==> src/rtl/fp27_pkg.sv <==
// Shared fp27 format definitions for the vector-op blocks:
// sign, 8-bit biased exponent and 18-bit mantissa with a hidden leading one.
package fp27_pkg;

    localparam int FP27_W   = 27;
    localparam int EXP_W    = 8;
    localparam int MAN_W    = 18;
    localparam int SIGN_BIT = 26;
    localparam int EXP_MSB  = 25;
    localparam int EXP_LSB  = 18;
    localparam int MAN_MSB  = 17;
    localparam int EXP_BIAS = 127;

    localparam logic [EXP_W-1:0] EXP_ZERO = '0;
    localparam logic [EXP_W-1:0] EXP_INF  = '1;

    typedef struct packed {
        logic             sign;
        logic [EXP_W-1:0] exp;
        logic [MAN_W-1:0] man;
    } fp27_t;

endpackage

==> src/rtl/fp27_to_fixed_lane.sv <==
// One conversion lane: stage 1 holds sign and truncated magnitude,
// stage 2 holds the negated/saturated two's complement result.
module fp27_to_fixed_lane
    import fp27_pkg::*;
#(
    parameter int OUT_W     = 16,
    parameter int FRAC_BITS = 8
) (
    input  logic              clk,
    input  logic              rst_n,
    input  logic              load1,
    input  logic              load2,
    input  logic [FP27_W-1:0] fp,
    output logic [OUT_W-1:0]  fix,
    output logic              sat
);

    localparam int WIDE_W = MAN_W + 1 + OUT_W + 1;

    localparam logic [OUT_W:0]   POS_LIMIT = {2'b00, {(OUT_W-1){1'b1}}};
    localparam logic [OUT_W:0]   NEG_LIMIT = {2'b01, {(OUT_W-1){1'b0}}};
    localparam logic [OUT_W-1:0] POS_SAT   = {1'b0, {(OUT_W-1){1'b1}}};
    localparam logic [OUT_W-1:0] NEG_SAT   = {1'b1, {(OUT_W-1){1'b0}}};

    fp27_t             f;
    logic [MAN_W:0]    mant;
    int                sh;
    logic [WIDE_W-1:0] wide;
    logic              big_c;
    logic [OUT_W:0]    mag_c;

    logic              s1_sign;
    logic              s1_big;
    logic [OUT_W:0]    s1_mag;

    logic              sat_c;
    logic [OUT_W-1:0]  fix_c;

    assign f    = fp27_t'(fp);
    assign mant = {1'b1, f.man};

    // Scaled value is mant * 2^(exp - bias - MAN_W + FRAC_BITS); the magnitude
    // keeps one bit above OUT_W so the -2^(OUT_W-1) case can be told apart.
    always_comb begin
        sh    = int'(f.exp) - EXP_BIAS - MAN_W + FRAC_BITS;
        wide  = '0;
        big_c = 1'b0;
        if (f.exp == EXP_INF) begin
            big_c = 1'b1;
        end else if (f.exp != EXP_ZERO) begin
            if (sh > OUT_W)
                big_c = 1'b1;
            else if (sh >= 0)
                wide = WIDE_W'(mant) << sh;
            else
                wide = WIDE_W'(mant) >> (-sh);
        end
        if (|wide[WIDE_W-1:OUT_W+1])
            big_c = 1'b1;
        mag_c = wide[OUT_W:0];
    end

    // NOTE: stage-1 datapath registers carry no reset; the top's valid bits
    // decide whether their contents are ever used.
    always_ff @(posedge clk) begin
        if (load1) begin
            s1_sign <= f.sign;
            s1_big  <= big_c;
            s1_mag  <= mag_c;
        end
    end

    always_comb begin
        sat_c = s1_big || (s1_sign ? (s1_mag > NEG_LIMIT) : (s1_mag > POS_LIMIT));
        if (sat_c)
            fix_c = s1_sign ? NEG_SAT : POS_SAT;
        else if (s1_sign)
            fix_c = ~s1_mag[OUT_W-1:0] + 1'b1;
        else
            fix_c = s1_mag[OUT_W-1:0];
    end

    always_ff @(posedge clk) begin
        if (!rst_n) begin
            fix <= '0;
            sat <= 1'b0;
        end else if (load2) begin
            fix <= fix_c;
            sat <= sat_c;
        end
    end

endmodule

==> src/rtl/vec_fp_to_fixed.sv <==
// Converts an fp27 xyz vector plus tag to fixed point through a 2-stage
// pipeline with ready/valid handshakes on both sides.
module vec_fp_to_fixed
    import fp27_pkg::*;
#(
    parameter int OUT_W     = 16,
    parameter int FRAC_BITS = 8,
    parameter int TAG_W     = 8
) (
    input  logic              i_clk,
    input  logic              i_rst_n,
    input  logic [FP27_W-1:0] i_x,
    input  logic [FP27_W-1:0] i_y,
    input  logic [FP27_W-1:0] i_z,
    input  logic [TAG_W-1:0]  i_tag,
    input  logic              i_valid,
    output logic              o_ready,
    output logic [OUT_W-1:0]  o_x,
    output logic [OUT_W-1:0]  o_y,
    output logic [OUT_W-1:0]  o_z,
    output logic [TAG_W-1:0]  o_tag,
    output logic [2:0]        o_sat,
    output logic              o_valid,
    input  logic              i_ready
);

    logic             run;
    logic             v1;
    logic             v2;
    logic [TAG_W-1:0] tag1;
    logic             adv1;
    logic             adv2;
    logic             accept;
    logic             load2;

    // run keeps o_ready low throughout reset and releases it one edge later.
    assign adv2    = !v2 || i_ready;
    assign adv1    = !v1 || adv2;
    assign o_ready = run && adv1;
    assign accept  = i_valid && o_ready;
    assign load2   = adv2 && v1;
    assign o_valid = v2;

    always_ff @(posedge i_clk) begin
        if (!i_rst_n) begin
            run   <= 1'b0;
            v1    <= 1'b0;
            v2    <= 1'b0;
            o_tag <= '0;
        end else begin
            run <= 1'b1;
            if (adv1)
                v1 <= accept;
            if (adv2)
                v2 <= v1;
            if (load2)
                o_tag <= tag1;
        end
    end

    always_ff @(posedge i_clk) begin
        if (accept)
            tag1 <= i_tag;
    end

    fp27_to_fixed_lane #(.OUT_W(OUT_W), .FRAC_BITS(FRAC_BITS)) u_lane_x (
        .clk(i_clk), .rst_n(i_rst_n), .load1(accept), .load2(load2),
        .fp(i_x), .fix(o_x), .sat(o_sat[0])
    );

    fp27_to_fixed_lane #(.OUT_W(OUT_W), .FRAC_BITS(FRAC_BITS)) u_lane_y (
        .clk(i_clk), .rst_n(i_rst_n), .load1(accept), .load2(load2),
        .fp(i_y), .fix(o_y), .sat(o_sat[1])
    );

    fp27_to_fixed_lane #(.OUT_W(OUT_W), .FRAC_BITS(FRAC_BITS)) u_lane_z (
        .clk(i_clk), .rst_n(i_rst_n), .load1(accept), .load2(load2),
        .fp(i_z), .fix(o_z), .sat(o_sat[2])
    );

endmodule

==> config.mk <==
export PLATFORM = sky130hd
export DESIGN_NAME = vec_fp_to_fixed
export DESIGN_NICKNAME = d
export VERILOG_FILES = /design/src/rtl/fp27_pkg.sv /design/src/rtl/fp27_to_fixed_lane.sv /design/src/rtl/vec_fp_to_fixed.sv
export SDC_FILE = /design/constraint.sdc
export NUM_CORES = 1
export LEC_CHECK = 0
export ABC_CLOCK_PERIOD_IN_PS = 10200
export BUFFER_PORTS_ARGS = -buffer_cell sky130_fd_sc_hd__buf_2
export CORE_AREA = 2 2 193 195
export DETAILED_ROUTE_END_ITERATION = 8
export DIE_AREA = 0 0 195 197
export PLACE_DENSITY_LB_ADDON = 0.2
export SYNTH_ARGS = -nofsm -noshare
export SYNTH_HDL_FRONTEND = slang
export SYNTH_SLANG_ARGS = --single-unit
==> constraint.sdc <==
create_clock -name i_clk -period 10.2 [get_ports i_clk]
set_clock_uncertainty 0.15 [all_clocks]
set_input_delay 1.02 -clock i_clk [delete_from_list [all_inputs] [get_ports i_clk]]
set_output_delay 1.02 -clock i_clk [all_outputs]
set_load 0.05 [all_outputs]
**Yosys cells after proc, flatten, opt, wreduce, memory -nomap -nowiden**

Index checks and enable logic that the tools add are counted.
Widths: inputs -> output; s select.

- Input port bits: 93
- Output and inout port bits: 61
- Flip-flop bits (word level): 127

- Bitwise logic cells: 6
- Reductions and logical operators: 19
- Equal/unequal tests: 3
- Muxes and demuxes: 31
- Add/sub/neg operators: 15
- Shift-type cells: 6
- $lt $le $gt $ge: 12

Operator list:

| kind | number |
|---|---|
| $mux 36 | 12 |
| $mux 16 | 9 |
| $shl 19x32->36 | 3 |
| $shr 19x32->36 | 3 |
| $add 32x5->32 const B | 3 |
| $ge 32x1->1 const B | 3 |
| $gt 32x6->1 const B | 3 |
| $neg 32->32 | 3 |
| $sub 32x6->32 const B | 3 |
| $reduce_or 20->1 | 3 |
| $gt 17x15->1 const B | 3 |
| $gt 17x16->1 const B | 3 |
| $add 16x1->16 const B | 3 |
| $not 16->16 | 3 |
| $sub 8x7->9 const B | 3 |
| $eq 8x8->1 const B | 3 |
| $reduce_bool 8->1 | 3 |
| $mux 1 | 10 |
| $reduce_or 3->1 | 3 |
| $logic_or 1x1->1 | 5 |
| $logic_and 1x1->1 | 3 |
| $not 1->1 | 3 |
| $logic_not 1->1 | 2 |

**Longest topological paths before layout**

- Depth in word-level cells: 10
- Gate-level depth with buffers: 23
- Depth with buffers taken out: 17

**Hierarchy**

Synthesis repeated with hierarchy kept, for this count alone.

- Cells, all modules: 1,851
- Area total of the unflattened synthesis: 14,687.8 um^2

By module, submodules not included:

| module | sequential area each (um^2) | area an instance (um^2) | cells an instance | times used |
|---|---|---|---|---|
| fp27_to_fixed_lane at u_lane_y ... | 910.9 | 4,629.4 | 594 | 2 |
| fp27_to_fixed_lane at u_lane_x | 910.9 | 4,745.8 | 609 | 1 |
| vec_fp_to_fixed | 460.4 | 683.2 | 54 | 1 |

**Worst setup path before layout**

OpenSTA, ideal clock, no wires.

- Path type: input to register
- From: in i_z[18]
- To: reg u_lane_z.s1_mag[4] (data pin)
- Arrival: 6,336 ps
- Cell stages on the path: 23
- Setup slack: 3,545 ps
- Library setup time: 169 ps
- Required time: 9,881 ps
- Path buffers: 7
- Cell sequence: buf_2 clkbuf_1 buf_1 inv_1 ha_1 inv_1 clkbuf_1 ha_1 nor3_4 or3_1 clkbuf_1 ha_1 or4_1 nor2b_1 and3_1 buf_1 nand2_1 a2111oi_0 a31oi_1 nor4_2 nand2_2 buf_6 o31ai_1

- Cells in the longest elaborated chain, start to end: 6

RTL lines:

| item | RTL line | RTL |
|---|---|---|
| start, declared | vec_fp_to_fixed.sv:14 | `input logic [FP27_W-1:0] i_z,` |
| $sub 8x7->9 | fp27_to_fixed_lane.sv:45 | `sh = int'(f.exp) - EXP_BIAS - MAN_W + FRAC_BITS;` |
| $sub 32x6->32 | fp27_to_fixed_lane.sv:45 |  |
| $add 32x5->32 | fp27_to_fixed_lane.sv:45 |  |
| $neg 32->32 | fp27_to_fixed_lane.sv:56 | `wide = WIDE_W'(mant) >> (-sh);` |
| $shr 19x32->36 | fp27_to_fixed_lane.sv:56 |  |
| $mux 36 | fp27_to_fixed_lane.sv:53 | `else if (sh >= 0)` |
| end signal, assigned | fp27_to_fixed_lane.sv:69 | `s1_mag <= mag_c;` |
| end, declared | fp27_to_fixed_lane.sv:34 | `logic [OUT_W:0] s1_mag;` |

Several ways; a longest one is shown, not always the timed one.
A chain may end at the register's enable or synchronous reset.

**Worst setup path after layout**

- From: in i_x[18]
- To: reg u_lane_x.s1_big (data pin)

- Cells in the longest elaborated chain, start to end: 10

RTL lines:

| item | RTL line | RTL |
|---|---|---|
| start, declared | vec_fp_to_fixed.sv:12 | `input logic [FP27_W-1:0] i_x,` |
| $sub 8x7->9 | fp27_to_fixed_lane.sv:45 |  |
| $sub 32x6->32 | fp27_to_fixed_lane.sv:45 |  |
| $add 32x5->32 | fp27_to_fixed_lane.sv:45 |  |
| $neg 32->32 | fp27_to_fixed_lane.sv:56 |  |
| $shr 19x32->36 | fp27_to_fixed_lane.sv:56 |  |
| $mux 36 | fp27_to_fixed_lane.sv:53 |  |
| $mux 36 | fp27_to_fixed_lane.sv:51 | `if (sh > OUT_W)` |
| $mux 36 | fp27_to_fixed_lane.sv:50 | `end else if (f.exp != EXP_ZERO) begin` |
| $mux 36 | fp27_to_fixed_lane.sv:48 | `if (f.exp == EXP_INF) begin` |
| $reduce_or 20->1 (no source line) | n/a |  |
| end signal, assigned | fp27_to_fixed_lane.sv:68 | `s1_big <= big_c;` |
| end, declared | fp27_to_fixed_lane.sv:33 | `logic s1_big;` |

Several ways; a longest one is shown, not always the timed one.

==> impl_metrics.env <==
export IMPL_cts_sinks=127
export IMPL_synth_fp_nets=2181
export IMPL_drt_iter0_drc=1310
export IMPL_startpoint="i_x[18]"
export IMPL_root_buffer="clkbuf_16"
export IMPL_yosys_area_share_xor_xnor=0.0465
export IMPL_syn_to_final_growth_pct=9.40
export IMPL_crit_top_cell="ha_1"
export IMPL_r2r_end="u_lane_y.fix[8]"
export IMPL_gp_congestion=0.936
export IMPL_synthMuxAreaShare=0.139
export IMPL_cts_repair_resized=0
export IMPL_drive_above_1_share=0.173
export IMPL_drt_wl_total_mm=49.5
export IMPL_via_per_inst=6.45
export IMPL_cp_data_required_time_ns=10.26
export IMPL_fin_nets=2232
export IMPL_p_int_uw=1300
export IMPL_gr_total_overflow=0
export IMPL_hold_path_class="reg2reg"
export IMPL_netlist_area_um2=16100
export IMPL_slowest_stage="ha_2"
export IMPL_synth_ff_type="edfxtp_1"
export IMPL_core_um2=36300
export IMPL_syn_area_per_cell_um2=7.89
export IMPL_p_leak_uw=0.00639
export IMPL_status="complete, no violations"
export IMPL_placementRows=70
export IMPL_switching_share=0.398
export IMPL_cap_violations=0
export IMPL_ys_seq_area_frac=0.198
export IMPL_holdBufCountCts=0
export IMPL_syn_inst=2043
export IMPL_grt_total_usage=0.252
export IMPL_crit_type="in2reg"
export IMPL_p_total_uw=2170
export IMPL_antenna_found_initial=0
export IMPL_grt_pass1_vias=15100
export IMPL_vias=16600
export IMPL_critPathCaptureType="flop"
export IMPL_synth_compound_area_share=0.272
export IMPL_antenna_left=0
export IMPL_rsz0062_at_grt="false"
export IMPL_cp_slowest_stage_delay_ns=1.11
export IMPL_placed_area_um2=17000
export IMPL_pwr_share_clk=0.293
export IMPL_setup_violations=0
export IMPL_synth_fa_ha_area_frac=0.0349
export IMPL_reg2reg_depth=12
export IMPL_switchingPower_uw=864
export IMPL_grt_start_max_net_pins=67
export IMPL_fin_worst_hold_slack_ns=0.312
export IMPL_clock_path_buffers=2
export IMPL_fin_crit_ns=7.68
export IMPL_cts_tree="done"
export IMPL_hold_viol=0
export IMPL_insertion_delay_ns=0.41
export IMPL_cts_max_level=4
export IMPL_p_comb_frac=0.437
export IMPL_synthSimpleGateAreaFrac=0.258
export IMPL_hpwl_mm=37.2
export IMPL_tns_ns=0
export IMPL_slew_headroom=0.178
export IMPL_yosys_warnings=0
export IMPL_synth_commonest_cells="229 x nand2_1, 157 x nor2_1, 121 x a21oi_1, 95 x clkbuf_1"
export IMPL_async_reset_ff_frac=0
export IMPL_crit_fanout=55
export IMPL_rr_startpoint="u_lane_y.s1_mag[0]"
export IMPL_power_frac_seq=0.270
export IMPL_die_area_um2=38400
export IMPL_fin_crit_sh=0.753
export IMPL_start_kind="input pin"
export IMPL_ys_ff_latch=127
export IMPL_drt_pass1_iter_count=5
export IMPL_worst_ep_arrival_time_ns=7.74
export IMPL_pin_count=154
export IMPL_cp_top_family="simple AND/OR/NAND/NOR gates"
export IMPL_start_util=0.445
export IMPL_irDropWorstVdd_uv=86.7
export IMPL_path_cells="buf_2 -> buf_4 -> inv_1 -> ha_2 -> inv_2 -> ha_1 -> or3_4 -> o221ai_1 -> ha_1 -> nor4_1 -> and3_1 -> o211ai_1 -> a2111oi_0 -> xnor2_1 -> nand4_1 -> or4_4 -> or2_1 -> o41ai_2"
export IMPL_fmax_ghz=0.130
export IMPL_slew_viol_final=0
export IMPL_io_buffers=153
export IMPL_wl_per_cell_um=19.2
export IMPL_design_area_um2=17600
export IMPL_endpoint="u_lane_x.s1_big"
export IMPL_yosys_area_top_type_share=0.121
export IMPL_synth_edff_count=65
export IMPL_grt_pass1_wl_mm=80.2
export IMPL_powerDensity_nw_per_um2=123
export IMPL_worst_pin_slew_ns=1.22
export IMPL_r2r_setup_slack_ns=5.79
export IMPL_clk_pin_slew_worst_paths_ns=0.06
export IMPL_drc=0
export IMPL_antenna_cells=0
export IMPL_worst_path_buf_inv=4
export IMPL_cts_buffers=17
export IMPL_cp_num_cells=18
export IMPL_yosys_top_cells_area="edfxtp_1 12%, dfxtp_1 7.7%, mux2i_1 5.8%, nand2_1 5.3%, mux4_2 5.2%"
export IMPL_die_w_um=195
export IMPL_yosysMostFrequentCell="nand2_1"
export IMPL_synth_top_family_by_area="compound AO/OA/AOI/OAI gates"
export IMPL_postCtsSetupRepairBufs=0
export IMPL_synth_cell_types=111
export IMPL_synth_top_area_cell="edfxtp_1"
export IMPL_die_height_um=197
## layer usage
| layer | wire, um | track usage | vias to the layer above |
|---|---|---|---|
| li1 | - | - | 7935 |
| met1 | 22300 | 0.345 | 7895 |
| met2 | 22700 | 0.407 | 659 |
| met3 | 2780 | 0.0294 | 116 |
| met4 | 1650 | 0.0981 | 0 |
| met5 | 0 | 0 | - |
## per-stage QoR
step / utilization / setup WS, ns / instances
6_report: 0.487 / 2.52 / 2575
5_1_grt: 0.487 / 1.95 / 2575
4_1_cts: 0.487 / 2.55 / 2575
3_5_place_dp: 0.470 / 2.12 / 2543
3_3_place_gp: 0.470 / 2.22 / 2543
2_1_floorplan: - / 3.54 / 2043
## how the worst min path moves through the flow
stage,start,to,cells after the start
floorplan,u_lane_z.sat,u_lane_z.sat,1
global placement,o_tag[3],o_tag[3],2
detailed placement,u_lane_x.fix[0],u_lane_x.fix[0],2
CTS,u_lane_x.fix[0],u_lane_x.fix[0],2
global route,u_lane_y.fix[10],u_lane_y.fix[10],2
finish,u_lane_y.fix[10],u_lane_y.fix[10],2
## cells in the final DEF (no fill, tap or decap), drive strengths merged, types with 10 or more instances in the layout
cell type	n
xor2	21
o32ai	10
a21boi	40
or4	12
ha	45
o31ai	24
mux2	40
o21ai	118
nand2b	28
o221ai	16
nand3	68
a21oi	122
inv	49
or2	18
and2	17
a211oi	54
nor2b	37
a31oi	29
nand4	38
or3	25
edfxtp	65
o22ai	28
and3	25
nand2	231
clkbuf	17
a211o	12
xnor2	50
o21a	18
dfxtp	62
mux2i	95
nor3	56
mux4	37
buf	176
a21o	15
nor4	36
o211a	16
nor2	160
o211ai	38
## cell type report
cell class	count	area, um2
inverter	49	184
clock buffer	17	425
fill	3641	18600
multi-input combinational	1723	12100
sequential	127	3190
tap	468	586
timing repair buffer	176	938
clock inverter	15	194
## logic make-up (layout without fill, tap and decap cells)
logic type,after synthesis,count (layout)
flip-flops,127,127
adder cells (fa/ha/maj),45,45
AO/OA/AOI/OAI,636,636
multiplexers,172,172
AND/OR/NAND/NOR,797,797
buffers and inverters,193,257
XOR/XNOR,73,73
## power groups by stage
stage	clock network, uW	registers, uW	logic (uW)
2_1_floorplan	0	615	668
3_3_place_gp	0	595	922
3_5_place_dp	0	595	924
4_1_cts	645	584	928
5_1_grt	671	588	1030
6_report	635	585	948
## registers in the layout (all words and copies together) (netlist names), 8 cells and up
name,count
u_lane_z.fix,16
u_lane_x.s1_mag,17
u_lane_x.fix,16
tag1,8
u_lane_y.fix,16
o_tag,8
u_lane_z.s1_mag,17
u_lane_y.s1_mag,17
## worst min-delay path, stage by stage, from the launching register on
cell and delay, ns:
dfxtp_1 0.30, nand2_1 0.04, a21boi_0 0.06
No activity file was read; power rests on OpenSTA's default activity.
